**config.mk**
```make
export PLATFORM = sky130hd
export DESIGN_NAME = dma_seq
export DESIGN_NICKNAME = d
export VERILOG_FILES = /design/src/rtl/dma_seq_pkg.sv /design/src/rtl/dma_seq_fifo.sv /design/src/rtl/dma_seq.sv
export SDC_FILE = /design/constraint.sdc
export NUM_CORES = 1
export LEC_CHECK = 0
export CORE_ASPECT_RATIO = 0.7
export CORE_MARGIN = 5
export CORE_UTILIZATION = 41
export DETAILED_ROUTE_END_ITERATION = 7
export GPL_ROUTABILITY_DRIVEN = 0
export HOLD_SLACK_MARGIN = 0.15
export RECOVER_POWER = 25
export SKIP_CTS_REPAIR_TIMING = 1
export SLEW_MARGIN = 10
export SYNTH_ARGS = -nofsm -noshare
export SYNTH_HDL_FRONTEND = slang
export SYNTH_SLANG_ARGS = --single-unit
```
**constraint.sdc**
```tcl
create_clock -name clk -period 5.52 [get_ports clk]
set_input_delay 1.104 -clock clk [delete_from_list [all_inputs] [get_ports clk]]
set_output_delay 1.104 -clock clk [all_outputs]
set_load 0.03 [all_outputs]
```
**src/rtl/dma_seq_pkg.sv**
```systemverilog
// Shared definitions for the DMA descriptor sequencer: state encoding,
// DMA register addresses, START command codes and the run-wait timeout.
package dma_seq_pkg;

  typedef enum logic [2:0] {
    S_IDLE      = 3'd0,
    S_W_IO      = 3'd1,
    S_W_MEM     = 3'd2,
    S_W_CNT     = 3'd3,
    S_W_START   = 3'd4,
    S_WAIT_RUN  = 3'd5,
    S_WAIT_DONE = 3'd6
  } seq_state_t;

  localparam logic [13:0] ADR_START = 14'h3FF0;
  localparam logic [13:0] ADR_IOSTR = 14'h3FF1;
  localparam logic [13:0] ADR_MESTR = 14'h3FF2;
  localparam logic [13:0] ADR_DCNTR = 14'h3FF3;

  localparam logic [1:0] START_IO2MEM = 2'b01;
  localparam logic [1:0] START_MEM2IO = 2'b10;

  // Cycles spent in WAIT_RUN before a DMA that never starts is written off
  localparam int unsigned RUN_TIMEOUT = 2;

  function automatic logic [1:0] start_code(input logic dir);
    return dir ? START_MEM2IO : START_IO2MEM;
  endfunction

endpackage

```
**src/rtl/dma_seq_fifo.sv**
```systemverilog
// Descriptor FIFO: synchronous, wrap-bit pointers, exact level output and a
// synchronous clear. A push while full is taken when a pop frees the slot.
module dma_seq_fifo
  import dma_seq_pkg::*;
#(
  parameter int WIDTH  = 48,
  parameter int QDEPTH = 4,
  parameter int QAW    = 2
) (
  input  logic             clk,
  input  logic             rst_n,
  input  logic             clr,
  input  logic             push,
  input  logic             pop,
  input  logic [WIDTH-1:0] wdata,
  output logic [WIDTH-1:0] rdata,
  output logic             full,
  output logic             empty,
  output logic [QAW:0]     level
);

  localparam logic [QAW:0] PTR_ONE = (QAW+1)'(1);

  logic [WIDTH-1:0] mem [QDEPTH];
  logic [QAW:0]     wr_ptr;
  logic [QAW:0]     rd_ptr;
  logic             do_push;
  logic             do_pop;

  assign level   = wr_ptr - rd_ptr;
  assign empty   = (wr_ptr == rd_ptr);
  assign full    = (wr_ptr[QAW] != rd_ptr[QAW]) &&
                   (wr_ptr[QAW-1:0] == rd_ptr[QAW-1:0]);
  assign do_pop  = pop && !empty && !clr;
  assign do_push = push && (!full || do_pop) && !clr;
  assign rdata   = mem[rd_ptr[QAW-1:0]];

  always_ff @(posedge clk or negedge rst_n) begin
    if (!rst_n) begin
      wr_ptr <= '0;
      rd_ptr <= '0;
    end else if (clr) begin
      wr_ptr <= '0;
      rd_ptr <= '0;
    end else begin
      if (do_push) wr_ptr <= wr_ptr + PTR_ONE;
      if (do_pop)  rd_ptr <= rd_ptr + PTR_ONE;
    end
  end

  always_ff @(posedge clk) begin
    if (do_push) mem[wr_ptr[QAW-1:0]] <= wdata;
  end

endmodule

```
**src/rtl/dma_seq.sv**
```systemverilog
// Descriptor sequencer and register-port arbiter in front of the DMA write port.
// Optional completion interrupt (irq / irq_clr) is built with DMA_SEQ_IRQ_EN.
//
// state       | meaning
// S_IDLE      | wait for a queued descriptor and an idle DMA
// S_W_IO      | write IOSTR from the FIFO head
// S_W_MEM     | write MESTR from the FIFO head
// S_W_CNT     | write DCNTR from the FIFO head
// S_W_START   | write START, pop the head
// S_WAIT_RUN  | wait for the DMA to report run (bounded)
// S_WAIT_DONE | wait for run to drop, then pulse done
module dma_seq
  import dma_seq_pkg::*;
#(
  parameter int DWIDTH = 14,
  parameter int QDEPTH = 4,
  parameter int QAW    = 2
) (
  input  logic              clk,
  input  logic              rst_n,
  input  logic              rst_pipe,
  input  logic              desc_valid,
  output logic              desc_ready,
  input  logic              desc_dir,
  input  logic [17:0]       desc_io_adr,
  input  logic [DWIDTH-1:0] desc_mem_adr,
  input  logic [DWIDTH:0]   desc_cnt,
  input  logic              cpu_io_we,
  input  logic [13:0]       cpu_io_wadr,
  input  logic [31:0]       cpu_io_wdata,
  output logic              dma_io_we,
  output logic [13:0]       dma_io_wadr,
  output logic [31:0]       dma_io_wdata,
  input  logic [1:0]        dma_run,
  output logic              seq_busy,
  output logic [QAW:0]      q_level,
  output logic              done_pulse
`ifdef DMA_SEQ_IRQ_EN
  ,
  output logic              irq,
  input  logic              irq_clr
`endif
);

  localparam int          FW       = 1 + 18 + DWIDTH + DWIDTH + 1;
  localparam logic [1:0]  TMR_LOAD = 2'(RUN_TIMEOUT - 1);

  seq_state_t        state_q, state_d;
  logic [1:0]        run_tmr;
  logic [FW-1:0]     fifo_rdata;
  logic              fifo_full, fifo_empty, fifo_pop;
  logic              hd_dir;
  logic [17:0]       hd_io;
  logic [DWIDTH-1:0] hd_mem;
  logic [DWIDTH:0]   hd_cnt;
  logic              seq_we;
  logic [13:0]       seq_adr;
  logic [31:0]       seq_wdata;

  dma_seq_fifo #(
    .WIDTH  (FW),
    .QDEPTH (QDEPTH),
    .QAW    (QAW)
  ) u_fifo (
    .clk   (clk),
    .rst_n (rst_n),
    .clr   (rst_pipe),
    .push  (desc_valid),
    .pop   (fifo_pop),
    .wdata ({desc_dir, desc_io_adr, desc_mem_adr, desc_cnt}),
    .rdata (fifo_rdata),
    .full  (fifo_full),
    .empty (fifo_empty),
    .level (q_level)
  );

  assign {hd_dir, hd_io, hd_mem, hd_cnt} = fifo_rdata;

  assign desc_ready = !fifo_full || fifo_pop;
  assign seq_busy   = (state_q != S_IDLE) || !fifo_empty;

  always_ff @(posedge clk or negedge rst_n) begin
    if (!rst_n)        state_q <= S_IDLE;
    else if (rst_pipe) state_q <= S_IDLE;
    else               state_q <= state_d;
  end

  // Run-wait timer reloads whenever the FSM is outside WAIT_RUN
  always_ff @(posedge clk or negedge rst_n) begin
    if (!rst_n)                     run_tmr <= TMR_LOAD;
    else if (state_q != S_WAIT_RUN) run_tmr <= TMR_LOAD;
    else if (run_tmr != 2'd0)       run_tmr <= run_tmr - 2'd1;
  end

  always_comb begin
    state_d    = state_q;
    seq_we     = 1'b0;
    seq_adr    = '0;
    seq_wdata  = '0;
    fifo_pop   = 1'b0;
    done_pulse = 1'b0;
    if (!rst_pipe) begin
      case (state_q)
        S_IDLE: begin
          if (!fifo_empty && dma_run == 2'b00) begin
            if (hd_cnt == '0) begin
              fifo_pop   = 1'b1;
              done_pulse = 1'b1;
            end else begin
              state_d = S_W_IO;
            end
          end
        end
        S_W_IO: begin
          seq_we    = 1'b1;
          seq_adr   = ADR_IOSTR;
          seq_wdata = {12'd0, hd_io, 2'b00};
          if (!cpu_io_we) state_d = S_W_MEM;
        end
        S_W_MEM: begin
          seq_we    = 1'b1;
          seq_adr   = ADR_MESTR;
          seq_wdata = 32'({hd_mem, 2'b00});
          if (!cpu_io_we) state_d = S_W_CNT;
        end
        S_W_CNT: begin
          seq_we    = 1'b1;
          seq_adr   = ADR_DCNTR;
          seq_wdata = 32'(hd_cnt);
          if (!cpu_io_we) state_d = S_W_START;
        end
        S_W_START: begin
          seq_we    = 1'b1;
          seq_adr   = ADR_START;
          seq_wdata = {30'd0, start_code(hd_dir)};
          if (!cpu_io_we) begin
            fifo_pop = 1'b1;
            state_d  = S_WAIT_RUN;
          end
        end
        S_WAIT_RUN: begin
          if (dma_run != 2'b00) begin
            state_d = S_WAIT_DONE;
          end else if (run_tmr == 2'd0) begin
            done_pulse = 1'b1;
            state_d    = S_IDLE;
          end
        end
        S_WAIT_DONE: begin
          if (dma_run == 2'b00) begin
            done_pulse = 1'b1;
            state_d    = S_IDLE;
          end
        end
        default: state_d = S_IDLE;
      endcase
    end
  end

  // CPU always owns the port when it writes; sequencer fills idle cycles
  always_comb begin
    dma_io_we    = 1'b0;
    dma_io_wadr  = '0;
    dma_io_wdata = '0;
    if (cpu_io_we) begin
      dma_io_we    = 1'b1;
      dma_io_wadr  = cpu_io_wadr;
      dma_io_wdata = cpu_io_wdata;
    end else if (seq_we) begin
      dma_io_we    = 1'b1;
      dma_io_wadr  = seq_adr;
      dma_io_wdata = seq_wdata;
    end
  end

`ifdef DMA_SEQ_IRQ_EN
  logic push_acc;
  logic irq_set;

  assign push_acc = desc_valid && desc_ready && !rst_pipe;
  assign irq_set  = done_pulse && !push_acc && (q_level == (QAW+1)'(fifo_pop));

  always_ff @(posedge clk or negedge rst_n) begin
    if (!rst_n)                    irq <= 1'b0;
    else if (rst_pipe || irq_clr)  irq <= 1'b0;
    else if (irq_set)              irq <= 1'b1;
  end
`endif

endmodule

```
==> reports/metrics.cfg <==
[run_status]
status=complete, no violations

[power]
leakagePower_nw=3.72
power_frac_clock_pct=34.1
pwr-share-seq_pct=50.3
pwr-share-comb_pct=15.6
irDropWorstVdd_v=0.000224
swShare_pct=25.6
p_sw_uw=905
p_per_area_nw_per_um2=318
internal-power_mw=2.64

[worst_setup_path]
startpoint_type=flop
worstPathMaxFanout=29
required_ps=4420
crit_buf_inv=1
path_delay_family=simple AND/OR/NAND/NOR gates
cp_data_arrival_time_ps=3890
critPathCaptureType=primary output
criticalPathCategory=reg -> out
critPathSlowestCell=dfrtp_4
critPathMaxStageDelay_ps=800
cp_cell_sequence=mux4_2 -> or4_4 -> nor4_4 -> nand2_1 -> a221oi_1 -> clkdlybuf4s50_1

[drt]
drt_wl_total_mm=21.5
post_drt_wl_per_cell_um=22.4
vias_per_cell=5.36
drt_iter0_markers=384
antenna_left=0
via_count=5149
drc=0
drt_first_pass_iters=5

[sta]
max_freq_mhz=200
fin_crit_sh_pct=90.4
tightest_slew_ps=1020
setup_viol=0
whs_ps=633
finalClockSkew_ps=12.8
tns_ps=0
finalMaxSlewViolations=0
rsz0062_at_grt=no
min_period_ps=4990
hold_violations=0
max-slew-margin-rel_pct=32.1

[final_layout]
layout_common_cells=edfxtp_1, clkdlybuf4s50_1, nand2_1
drive_above_1_share_pct=15.1
fillerInstances=1697
syn_to_final_growth_pct=28.2
antenna_cells=0
layout_commonest_cell=edfxtp_1
fin_nets=782

[run]
maxCapViolations=0

[logic_synthesis]
synth_seq_cells=203
syn_avg_cell_area_um2=16.8
yosysUniqueCellTypes=48
synth_flop_cell=edfxtp_1
synthArstFlopShare_pct=5.42
synth_fp_nets=627
ys_seq_area_share_pct=69.6
yosysWarnings=0
netlist_area_um2=8680
syn-instance-count=517
synth_edf_count=192

[global_routing]
grt_pass1_vias=5404
grt_first_pass_wirelength_mm=32.7
antenna_found_initial=3
grt_max_degree=57
grt_usage_pct=17.6
overflow=0

[floorplanning]
die_h_um=132
fp-row-count=44
fp.dieArea_um2=24200
floorplan.die.width_um=184
ios=154
core-area_um2=20800
start_util_pct=41.7

[place]
hpwl_mm=14.8
numPortBuffers=153

[cts]
cts_buffers=20
htreeDepth=1
root_buffer=clkbuf_16
clock_sinks=203
clk_latency_ps=490
clk_path_buf_depth=3
path_clk_slew_ps=60
cts_tree=done

[hold_path]
hold_class=reg -> reg

==> layer usage <==
layer / wire length, µm / global-route usage [%]
met5: 33 / 0
met4: 278 / 2.55
met3: 1760 / 5.05
met2: 9870 / 26.6
met1: 9540 / 26.3
==> registers in the layout (all words and copies together) (netlist names) <==
register	flops
state_q	3
u_fifo.mem	192
u_fifo.wr_ptr	3
run_tmr	2
u_fifo.rd_ptr	3
==> per-stage QoR <==
step	area, µm²	std cells	power [mW]	setup slack [ps]	utilization (%)
after detailed placement	10600	926	2.38	859	50.7
after CTS	11100	960	3.59	472	53.5
after global routing	11100	960	3.69	348	53.5
after global placement	10600	926	2.37	866	50.7
final	11100	960	3.54	530	53.5
after floorplan	8680	517	2.09	1470	-
==> power groups by stage <==
| stage | clock [mW] | sequential, mW | combinational [mW] |
|---|---|---|---|
| 5_1_grt | 1.31 | 1.79 | 0.596 |
| 6_report | 1.21 | 1.78 | 0.552 |
| 2_1_floorplan | 0 | 1.80 | 0.297 |
| 3_5_place_dp | 0 | 1.81 | 0.561 |
| 4_1_cts | 1.24 | 1.78 | 0.563 |
| 3_3_place_gp | 0 | 1.81 | 0.555 |
==> synthesized netlist by cell type (4+ instances only) <==
cell type	count	area share, %
a21o_1	11	0.95
a21oi_1	5	0.29
a22oi_1	14	1.2
a32o_1	5	0.58
and2_1	18	1.3
buf_2	4	0.23
clkbuf_1	24	1.0
dfrtp_1	10	2.9
edfxtp_1	192	66
ha_1	8	1.2
inv_1	12	0.52
mux4_2	48	12
nand2_1	76	3.3
nor2_1	13	0.56
nor2b_1	4	0.29
o21ai_0	25	1.4
==> worst min-delay path, cell delays in order (launching register included) <==
cell and delay [ps]:
dfrtp_1 340, nand2_1 50, o21ai_0 60, and3_1 150
==> logic make-up (layout without fill, tap and decap cells) <==
group                      Yosys count  after routing  share of synthesized area (%)
AOI/OAI and AO/OA                   76             76                           6.25
adders and majority gates           10             10                           1.50
xor gates and xnor gates             5              5                          0.504
muxes                               53             53                           13.1
DFF                                203            203                           69.6
buffers and inverters               43            210                           2.19
and+or+nand+nor                    127            127                           6.90
==> final cells by class <==
type	instances	area, µm²	area share [%]
Sequential cell	203	6050	54.3
Clock inverter	10	62.6	0.562
Tap cell	276	345	3.10
Multi-Input combinational cell	271	2460	22.1
Inverter	12	45.0	0.404
Clock buffer	24	515	4.63
Timing Repair Buffer	164	1660	14.9
==> final timing paths <==
path	cells after the start	to	slack, ps	from
min in group asynchronous	1	state_q[2]	990	rst_n
max	6	done_pulse	530	u_fifo.rd_ptr[0]
min	3	run_tmr[1]	630	run_tmr[1]
min reg2reg	3	run_tmr[1]	630	run_tmr[1]
max reg2reg	7	u_fifo.mem[1][27]	1670	u_fifo.rd_ptr[0]
max in group asynchronous	1	u_fifo.rd_ptr[0]	4080	rst_n
Note: power is estimated with default switching activity, not from simulation.
